### config.mk
export PLATFORM = sky130hd
export DESIGN_NAME = mem_interface_unit
export DESIGN_NICKNAME = d
export VERILOG_FILES = /design/src/rtl/mem_interface_unit.sv
export SDC_FILE = /design/constraint.sdc
export NUM_CORES = 1
export LEC_CHECK = 0
export BUFFER_PORTS_ARGS = -buffer_cell sky130_fd_sc_hd__buf_2
export CAP_MARGIN = 20
export CELL_PAD_IN_SITES_DETAIL_PLACEMENT = 0
export CELL_PAD_IN_SITES_GLOBAL_PLACEMENT = 1
export CORE_ASPECT_RATIO = 2
export CORE_MARGIN = 2
export CORE_UTILIZATION = 35
export DETAILED_ROUTE_END_ITERATION = 16
export PLACE_DENSITY = 0.73
export SYNTH_ARGS = -nofsm -noshare
export SYNTH_HDL_FRONTEND = slang
export SYNTH_SLANG_ARGS = --single-unit
### constraint.sdc
create_clock -name clk -period 2 [get_ports clk]
set_input_delay 0.4 -clock clk [delete_from_list [all_inputs] [get_ports clk]]
set_output_delay 0.4 -clock clk [all_outputs]
set_load 0.02 [all_outputs]
### src/rtl/mem_interface_unit.sv
// Load/store bridge from the instruction unit to a byte-wide memory port.
// Optional mem_resp watchdog is enabled by defining MIU_TIMEOUT_EN.
module mem_interface_unit #(
    parameter int ADDR_W         = 14,
    parameter int TIMEOUT_CYCLES = 255
) (
    input  logic              clk,
    input  logic              reset_n,
    input  logic              load,
    input  logic              store,
    input  logic [ADDR_W-1:0] addr,
    input  logic [15:0]       result,
    output logic [7:0]        data,
    output logic              mem_done,
    output logic              err,
    output logic              mem_req,
    output logic              mem_we,
    output logic [ADDR_W-1:0] mem_addr,
    output logic [7:0]        mem_wdata,
    input  logic [7:0]        mem_rdata,
    input  logic              mem_resp
);

    typedef enum logic [2:0] {
        S_IDLE, S_LD, S_ST_LO, S_ST_HI, S_DONE, S_DRAIN
    } state_t;

    state_t            state_q, state_d;
    logic [7:0]        data_q, data_d;
    logic              done_q, done_d;
    logic              err_q, err_d;
    logic              req_q, req_d;
    logic              we_q, we_d;
    logic [ADDR_W-1:0] maddr_q, maddr_d;
    logic [7:0]        wdata_q, wdata_d;
    logic [ADDR_W-1:0] caddr_q, caddr_d;
    logic [7:0]        hi_q, hi_d;
    logic              abort;

`ifdef MIU_TIMEOUT_EN
    localparam int CW = $clog2(TIMEOUT_CYCLES + 1);
    logic [CW-1:0] cnt_q, cnt_d;

    assign abort = req_q && !mem_resp
                && (cnt_q == CW'(TIMEOUT_CYCLES - 1));
`else
    logic unused_timeout;

    assign abort          = 1'b0;
    assign unused_timeout = ^TIMEOUT_CYCLES;
`endif

    always_comb begin
        state_d = state_q;
        data_d  = data_q;
        done_d  = 1'b0;
        err_d   = err_q;
        req_d   = req_q;
        we_d    = we_q;
        maddr_d = maddr_q;
        wdata_d = wdata_q;
        caddr_d = caddr_q;
        hi_d    = hi_q;
        unique case (state_q)
            S_IDLE: begin
                if (load && store) begin
                    err_d   = 1'b1;
                    state_d = S_DRAIN;
                end else if (load) begin
                    state_d = S_LD;
                    req_d   = 1'b1;
                    we_d    = 1'b0;
                    maddr_d = addr;
                    caddr_d = addr;
                end else if (store) begin
                    state_d = S_ST_LO;
                    req_d   = 1'b1;
                    we_d    = 1'b1;
                    maddr_d = addr;
                    caddr_d = addr;
                    wdata_d = result[7:0];
                    hi_d    = result[15:8];
                end
            end
            S_LD: begin
                if (mem_resp || abort) begin
                    data_d  = mem_resp ? mem_rdata : 8'h00;
                    err_d   = err_q | ~mem_resp;
                    req_d   = 1'b0;
                    done_d  = 1'b1;
                    state_d = S_DONE;
                end
            end
            S_ST_LO: begin
                if (mem_resp) begin
                    state_d = S_ST_HI;
                    maddr_d = caddr_q + ADDR_W'(1);
                    wdata_d = hi_q;
                end else if (abort) begin
                    err_d   = 1'b1;
                    req_d   = 1'b0;
                    done_d  = 1'b1;
                    state_d = S_DONE;
                end
            end
            S_ST_HI: begin
                if (mem_resp || abort) begin
                    err_d   = err_q | ~mem_resp;
                    req_d   = 1'b0;
                    done_d  = 1'b1;
                    state_d = S_DONE;
                end
            end
            S_DONE: state_d = S_DRAIN;
            S_DRAIN: begin
                // Held requests must be seen low before re-arming
                if (!load && !store) state_d = S_IDLE;
            end
            default: state_d = S_IDLE;
        endcase
    end

`ifdef MIU_TIMEOUT_EN
    always_comb begin
        cnt_d = cnt_q;
        if (state_d != state_q)
            cnt_d = '0;
        else if (req_q && !mem_resp)
            cnt_d = cnt_q + CW'(1);
    end
`endif

    always_ff @(posedge clk) begin
        if (!reset_n) begin
            state_q <= S_IDLE;
            data_q  <= '0;
            done_q  <= 1'b0;
            err_q   <= 1'b0;
            req_q   <= 1'b0;
            we_q    <= 1'b0;
            maddr_q <= '0;
            wdata_q <= '0;
            caddr_q <= '0;
            hi_q    <= '0;
`ifdef MIU_TIMEOUT_EN
            cnt_q   <= '0;
`endif
        end else begin
            state_q <= state_d;
            data_q  <= data_d;
            done_q  <= done_d;
            err_q   <= err_d;
            req_q   <= req_d;
            we_q    <= we_d;
            maddr_q <= maddr_d;
            wdata_q <= wdata_d;
            caddr_q <= caddr_d;
            hi_q    <= hi_d;
`ifdef MIU_TIMEOUT_EN
            cnt_q   <= cnt_d;
`endif
        end
    end

    assign data      = data_q;
    assign mem_done  = done_q;
    assign err       = err_q;
    assign mem_req   = req_q;
    assign mem_we    = we_q;
    assign mem_addr  = maddr_q;
    assign mem_wdata = wdata_q;

endmodule

* Yosys cells after proc, flatten, opt, wreduce, memory -nomap -nowiden
Cells that the tools add are included.
Word-level totals: bits in registers 59, input bits 43, output and inout port bits 34, logic and storage cells 74
Cells by class: bitwise gates (word level) 4, equality and inequality tests 14, muxes and demuxes 27, add/sub/neg operators 1, reductions and logical operators 18
Operators with widths (count):
- $mux W14 | 4
- $mux W8 | 4
- $pmux W14 S2 | 1
- $mux W3 | 6
- $pmux W8 S2 | 1
- $reduce_and A4 Y1 | 4
- $pmux W3 S5 | 1
- $add A14 B1 Y14 const B | 1
- $ne A2 B2 Y1 const B | 6
- $mux W1 | 8
- $eq A3 B2 Y1 const B | 2
- $eq A3 B3 Y1 const B | 2
- $reduce_and A3 Y1 | 2
- $reduce_bool A2 Y1 | 3
- $reduce_and A5 Y1 | 1
- $ne A4 B4 Y1 const B | 1
- $pmux W1 S2 | 2
- $reduce_and A2 Y1 | 2
- $eq A3 B1 Y1 const B | 1
- $logic_not A3 Y1 | 1
- $ne A3 B3 Y1 const B | 1
- $not A1 Y1 | 3
- $logic_and A1 B1 Y1 | 2
- $logic_not A1 Y1 | 2
- 3 further kinds | 3

* Logic depth before layout (Yosys ltp)
Gate-level depths: netlist (run 1).
word-level depth 4, mapped depth 7

* Worst setup path before layout (run 1)
Ideal clock, no wire load.
kind input port to flip-flop, from in load, to reg wdata_q[5], in the netlist mem_wdata[5], stages 6, slack 0.344 ns, arrival time 1.565 ns, cell sequence ha_1 -> nor4b_1 -> o21a_2 -> buf_4 -> nor2_1 -> a311oi_1
On the way: word-level cells in the longest chain between the ends 3
RTL lines:
- from (decl) | line 9 | input logic load,
- $logic_and A1 B1 Y1 | line 66 | if (load && store) begin
- $ne A2 B2 Y1 (no source line)
- $reduce_and A5 Y1 (no source line) (*)
- to (signal assigned) | line 156 | wdata_q <= wdata_d;
- to (decl) | line 35 | logic [7:0] wdata_q, wdata_d;
Every way passes the cells marked *; elsewhere a longest branch is shown, timed or not. A chain may end at the register's enable or synchronous reset.

* Worst setup path in the final report (run 1)
from reg caddr_q[1], to reg maddr_q[12], in the netlist mem_addr[12]
On the way: word-level cells in the longest chain between the ends 3
RTL lines:
- from (decl) | line 36 | logic [ADDR_W-1:0] caddr_q, caddr_d;
- from (signal assigned) | line 157 | caddr_q <= caddr_d;
- $add A14 B1 Y14 | line 97 | maddr_d = caddr_q + ADDR_W'(1);
- $mux W14 | line 95 | if (mem_resp) begin
- $pmux W14 S2 | line 64 | unique case (state_q)
- to (signal assigned) | line 155 | maddr_q <= maddr_d;
- to (decl) | line 34 | logic [ADDR_W-1:0] maddr_q, maddr_d;
No other way between the ends. The select of a mux whose other input is x is not followed.

==> results of run 1 <==
-- power groups by stage --
stage	Combinational [mW]	Clock [mW]	Sequential [mW]
after global routing	1.08	1.65	1.48
after floorplan	0.566	0	1.57
after CTS	0.989	1.59	1.46
after detailed placement	0.985	0	1.48
final	0.974	1.55	1.46
after global placement	0.975	0	1.48
-- worst paths after layout --
kind / from / to / slack (ns) / cells past startpoint
max: caddr_q[1] / mem_addr[12] / 0.27 / 5
min: result[8] / hi_q[0] / 0.30 / 3
max reg2reg: caddr_q[1] / mem_addr[12] / 0.27 / 5
min reg2reg: mem_addr[2] / mem_addr[2] / 0.45 / 2
-- layer usage --
metal / global-route usage (%) / vias up / wire (um)
met5: 0 / - / 0
met4: 9.36 / 0 / 146
met3: 4.28 / 11 / 325
met2: 33.2 / 65 / 4020
met1: 19.4 / 1187 / 2820
li1: - / 1309 / -
-- flip-flops by register name, summed over array words and instances (netlist names) --
signal     flops
caddr_q       14
state_q        3
mem_wdata      8
data           8
mem_done       1
mem_addr      14
mem_we         1
err            1
mem_req        1
hi_q           8
-- per-stage QoR --
| step | util [%] | setup slack [ns] | power [mW] | cell area [um^2] |
|---|---|---|---|---|
| floorplan | - | 0.344 | 2.13 | 2720 |
| CTS | 46.8 | 0.245 | 4.04 | 3530 |
| global route | 46.8 | 0.0943 | 4.20 | 3530 |
| finish | 46.8 | 0.270 | 3.98 | 3530 |
| detailed placement | 42.8 | 0.0366 | 2.46 | 3230 |
| global placement | 42.8 | 0.0954 | 2.45 | 3230 |
-- cell usage in the layout, fill, tap and decap left out, types with 4 or more instances in the layout --
master / Yosys / final
nand4_1: 4 / 4
buf_2: 9 / 76
nand3_1: 19 / 19
clkbuf_16: 0 / 9
o21ai_1: 4 / 4
nand2_1: 52 / 52
a21oi_1: 23 / 23
nor3_1: 9 / 9
dfxtp_1: 59 / 59
inv_1: 8 / 8
o21ai_0: 7 / 7
buf_4: 3 / 13
nor2_1: 39 / 39
xnor2_1: 6 / 6
mux2i_1: 18 / 18
a311oi_1: 9 / 9
-- cells by family (layout without fill, tap and decap cells) --
| family | count (synthesis) | after routing | share of synthesized area, % |
|---|---|---|---|
| and+or+nand+nor | 145 | 145 | 25.4 |
| AOI/OAI and AO/OA | 65 | 65 | 16.1 |
| DFF | 59 | 59 | 43.4 |
| buffers and inverters | 30 | 114 | 5.28 |
| muxes | 18 | 18 | 6.61 |
| xor gates and xnor gates | 6 | 6 | 1.93 |
| adders and majority gates | 3 | 3 | 1.38 |
-- worst min-delay path: cells and delay by family --
family,cells,cell delay (ns)
buffers and inverters,1,0.07
muxes,1,0.05
and+or+nand+nor,1,0.07
-- cell type report --
type,count,area [um^2],share of cell area [%]
tap,94,118,3.33
inverter,8,30.0,0.851
clock inverter,6,65.1,1.84
sequential,59,1180,33.5
multi-input combinational,237,1400,39.6
clock buffer,10,239,6.77
timing repair buffer,90,498,14.1
==> results.cfg, run 1 <==
[outcome]
outcome = complete, no violations

[routing]
vias = 2572
wl_per_cell_um = 14.5
vias_per_cell = 5.10
first_pass_iters = 4
antenna_left = 0
drt_iter0_drc = 168
routed_wl_um = 7310
drc = 0

[power_and_ir_drop]
combPwrFrac_pct = 24.5
peakVddDrop_mv = 0.577
clock_power_share_pct = 39.0
power.density_nw_per_um2 = 1130
power.internal_mw = 2.72
p_sw_mw = 1.26
switching_share_pct = 31.8
leakage_nw = 1.51
pwr-share-seq_pct = 36.6

[sta]
layout_min_cycle_time_ns = 1.73
hold_violations = 0
clock_skew_ns = 0.00529
grt_setup_unrepaired = false
slew_headroom_pct = 63.9
setup_viol = 0
hold_slack_ns = 0.299
post-route-period-util_pct = 86.5
max_freq_mhz = 578
drv_slew = 0
finalSetupTns_ns = 0
worst_slew_pin_slew_ns = 0.541

[cells_and_area]
diodes = 0
fillers = 798
drive_above_1_share_pct = 28.0
area_growth_pct = 29.6
final_cells = 504
final_nets = 451

[logic_synthesis]
yosys_warnings = 0
syn_inst = 326
synth_top_area_share_pct = 43.4
avgSynthCellArea_um2 = 8.36
ys_seq_elements = 59
synth_ff_type = dfxtp_1
synth_nets = 372
yosysSeqAreaShare_pct = 43.4
synth-edff-count = 0
synth_area_um2 = 2720
synth_cell_types = 49
synth_top_cell_by_area = dfxtp_1
synth-async-reset-ratio_pct = 0
yosysMostFrequentCell = dfxtp_1
synthTopCellsByCount = dfxtp_1 (59), nand2_1 (52), nor2_1 (39)
synthTopCellsByArea = dfxtp_1 (43%), nand2_1 (7.2%), mux2i_1 (6.6%), nor2_1 (5.4%), a21oi_1 (4.2%)

[worst_hold_path]
hp-class = in -> reg

[critical_path]
critPathMostFrequentCell = nor3_1
cp_max_fo = 7
end_kind = register
crit_chain = ha_1, nand4_1, nor3_1, nor3_1, o41ai_2
max_stage_delay_ns = 0.39
arrival_ns = 1.96
slowest_stage = dfxtp_1
cp-start-kind = register
cp_top_family = simple AND/OR/NAND/NOR gates
worstSetupPathType = reg -> reg
cp_num_buf_inv = 0
cp_data_required_time_ns = 2.23

[cts]
cts_resized = 0
cts-hold-fix-buffers = 0
clkTransAtPathRegs_ns = 0.06
cts_htree_levels = 3
clk_latency_ns = 0.33
cts_buffers = 9
clock-sinks = 59
cts_tree = yes
cts_root_buf = clkbuf_16
post_cts_buffers = 0
clockBufferDepth = 2

[global_routing]
antenna_found_initial = 0
grt_max_degree = 28
grt_pass1_wl_um = 11800
track_usage_pct = 18.5
grt_overflow_total = 0
grt_pass1_vias = 2459

[place]
gp_congestion = 0.814
io_buffers = 76
place_inst = 488
hpwlAfterDp_um = 5440

[flow_run]
cap_violations = 0

[die]
core-area_um2 = 7540
initial_utilization_pct = 36.1
dieArea_um2 = 8550
rows = 45
ios = 77
die_y_um = 129
die_w_um = 66.4
(Power assumes the default switching activity.)
==> run 2: changes to the inputs <==
--- a/config.mk
+++ b/config.mk
@@ -5,6 +5,7 @@
 export SDC_FILE = /design/constraint.sdc
 export NUM_CORES = 1
 export LEC_CHECK = 0
+export ABC_AREA = 1
 export BUFFER_PORTS_ARGS = -buffer_cell sky130_fd_sc_hd__buf_2
 export CAP_MARGIN = 20
 export CELL_PAD_IN_SITES_DETAIL_PLACEMENT = 0
@@ -13,7 +14,7 @@
 export CORE_MARGIN = 2
 export CORE_UTILIZATION = 35
 export DETAILED_ROUTE_END_ITERATION = 16
-export PLACE_DENSITY = 0.73
+export PLACE_DENSITY = 0.77
 export SYNTH_ARGS = -nofsm -noshare
 export SYNTH_HDL_FRONTEND = slang
 export SYNTH_SLANG_ARGS = --single-unit
==> constraint.sdc (replaced) <==
create_clock -name clk -period 2 [get_ports clk]
set_input_delay 0.3 -clock clk [delete_from_list [all_inputs] [get_ports clk]]
set_output_delay 0.3 -clock clk [all_outputs]
set_load 0.02 [all_outputs]
==> run 2 against run 1 <==
Effect of this change:
- critical path type unchanged
- wire length up 5.6%
- largest cell class unchanged
- largest power group is now combinational cells
- via count rose by 9.1%
- critical path depth increased by 3
==> results.cfg, run 2 <==
[critical_path]
cp_data_required_time_ns = 2.21
end_kind = register
ff2ff_path_depth = 8
r2r-start = state_q[1]
worstSetupPathType = reg -> reg
cp_top_family = simple AND/OR/NAND/NOR gates
arrival_ns = 1.99
cp_num_buf_inv = 2
max_stage_delay_ns = 0.34
path_depth = 8
cp_max_fo = 21
slowest_stage = dfxtp_1
crit_chain = inv_1, nand2_2, nor2_4, o21ai_2, nand2_2, inv_1, o21ai_0, a21oi_1
crit_path_start = state_q[1]
cp-start-kind = register

[cells_and_area]
final_cell_mix = nor2_1 (89), nand2_1 (79), buf_2 (76), dfxtp_1 (59), o21ai_0 (54)
drive_above_1_share_pct = 22.2
final_nets = 524
postLayoutCellArea_um2 = 3510
diodes = 0
area_growth_pct = 29.8
fin_util_pct = 46.6
fillers = 832
final_common_cell = nor2_1
final_cells = 577

[global_routing]
grt_pass1_wl_um = 12600
grt_overflow_total = 0
antenna_found_initial = 0
track_usage_pct = 19.7
grt_max_degree = 28
grt_pass1_vias = 2742

[routing]
first_pass_iters = 5
wl_per_cell_um = 13.4
routed_wl_um = 7720
drc = 0
vias_per_cell = 4.86
drt_iter0_drc = 121
antenna_left = 0
vias = 2805

[place]
hpwlAfterDp_um = 6000
placed_cell_area_um2 = 3190
preCtsSetupSlack_ns = 0.250
gp_congestion = 0.862
io_buffers = 76
place_inst = 561

[sta]
clock_skew_ns = 0.00403
layout_min_cycle_time_ns = 1.78
setup_viol = 0
grt_setup_unrepaired = false
hold_slack_ns = 0.198
post-route-period-util_pct = 88.8
max_freq_mhz = 563
hold_violations = 0
finalSetupTns_ns = 0
worst_slew_pin_slew_ns = 0.468
setup_slack_ns = 0.223
slew_headroom_pct = 68.7
drv_slew = 0

[logic_synthesis]
yosysMostFrequentCell = nor2_1
synthTopCellsByArea = dfxtp_1 (44%), nor2_1 (12%), nand2_1 (11%), o21ai_0 (10%), a21oi_1 (5.7%)
synth_cell_types = 28
synth_nets = 444
synth-async-reset-ratio_pct = 0
avgSynthCellArea_um2 = 6.80
synth-edff-count = 0
synthTopCellsByCount = nor2_1 (89), nand2_1 (79), dfxtp_1 (59)
yosys_warnings = 0
synth_ff_type = dfxtp_1
synth_area_um2 = 2710
synth_top_cell_by_area = dfxtp_1
ys_seq_elements = 59
synth_top_area_share_pct = 43.6
yosysSeqAreaShare_pct = 43.6
syn_inst = 398

[power_and_ir_drop]
power.density_nw_per_um2 = 1660
peakVddDrop_mv = 0.892
leakage_nw = 1.64
power.total_mw = 5.83

[outcome]
outcome = complete, no violations

[cts]
clockBufferDepth = 2
cts_tree = yes
cts_resized = 0
cts_root_buf = clkbuf_16
cts-hold-fix-buffers = 0
clkTransAtPathRegs_ns = 0.05
cts_htree_levels = 3
cts_buffers = 9
clock-sinks = 59
clk_latency_ns = 0.32
post_cts_buffers = 0

[die]
initial_utilization_pct = 35.9
die_w_um = 66.2
die_y_um = 128
ios = 77
rows = 45
core-area_um2 = 7540
dieArea_um2 = 8490

[flow_run]
cap_violations = 0

[worst_hold_path]
hp-class = in -> reg
min_path_cells = 3
hold_start = result[11]
==> run 2: cell count changes in the layout (fill, tap and decap cells not counted), sizes merged, moves of 5 or more <==
cell,change
inv,+22
a311oi,-9
nor2,+49
nor3,-8
buf,-7
o21ai,+44
xnor2,-5
nand2,+29
a21oi,+8
mux2i,-18
==> run 2: per-layer routing <==
| metal | global-route usage [%] | part of all wire (%) | up-vias |
|---|---|---|---|
| li1 | - | - | 1452 |
| met1 | 18.4 | 35 | 1271 |
| met2 | 37.0 | 57 | 59 |
| met3 | 4.37 | 3.7 | 23 |
| met4 | 11.9 | 4.4 | 0 |
| met5 | 0 | 0 | - |
==> run 2: area by class of cell <==
type | count | area, um^2 | share of cell area [%]
clock buffers | 11 | 253 | 7.19
clock inverters | 5 | 75.1 | 2.14
inverters | 30 | 113 | 3.21
multi-input cells | 295 | 1340 | 38.2
flip-flops and latches | 59 | 1180 | 33.6
well taps | 94 | 118 | 3.35
repair buffers | 83 | 433 | 12.3
==> run 2: worst paths after layout <==
kind	slack, ns	to
worst max register to register	0.22	mem_addr[5]
worst min register to register	0.44	err
worst max-delay path	0.22	mem_addr[5]
worst min-delay path	0.20	hi_q[3]
==> run 2: worst register-to-register path, cell delays in order, from the launching register on <==
cell and delay, ns:
dfxtp_1 0.34, inv_1 0.13, nand2_2 0.09, nor2_4 0.21, o21ai_2 0.10, nand2_2 0.32, inv_1 0.21, o21ai_0 0.21
a21oi_1 0.06
==> run 2: cell families (layout without fill, tap and decap cells) <==
kind of cell / count (synthesis) / count (layout) / share of synthesized area, %
AND/OR/NAND/NOR: 198 / 198 / 29.8
buffers and inverters: 44 / 129 / 6.80
XOR/XNOR: 2 / 2 / 0.647
adder cells (fa/ha/maj): 3 / 3 / 1.39
AO/OA/AOI/OAI: 92 / 92 / 17.7
flip-flops: 59 / 59 / 43.6
==> run 2: where the power goes <==
group	internal [mW]	total, mW	switching [mW]
Sequential	1.59	1.85	0.258
Clock	1.15	1.66	0.515
Combinational	0.743	2.32	1.57
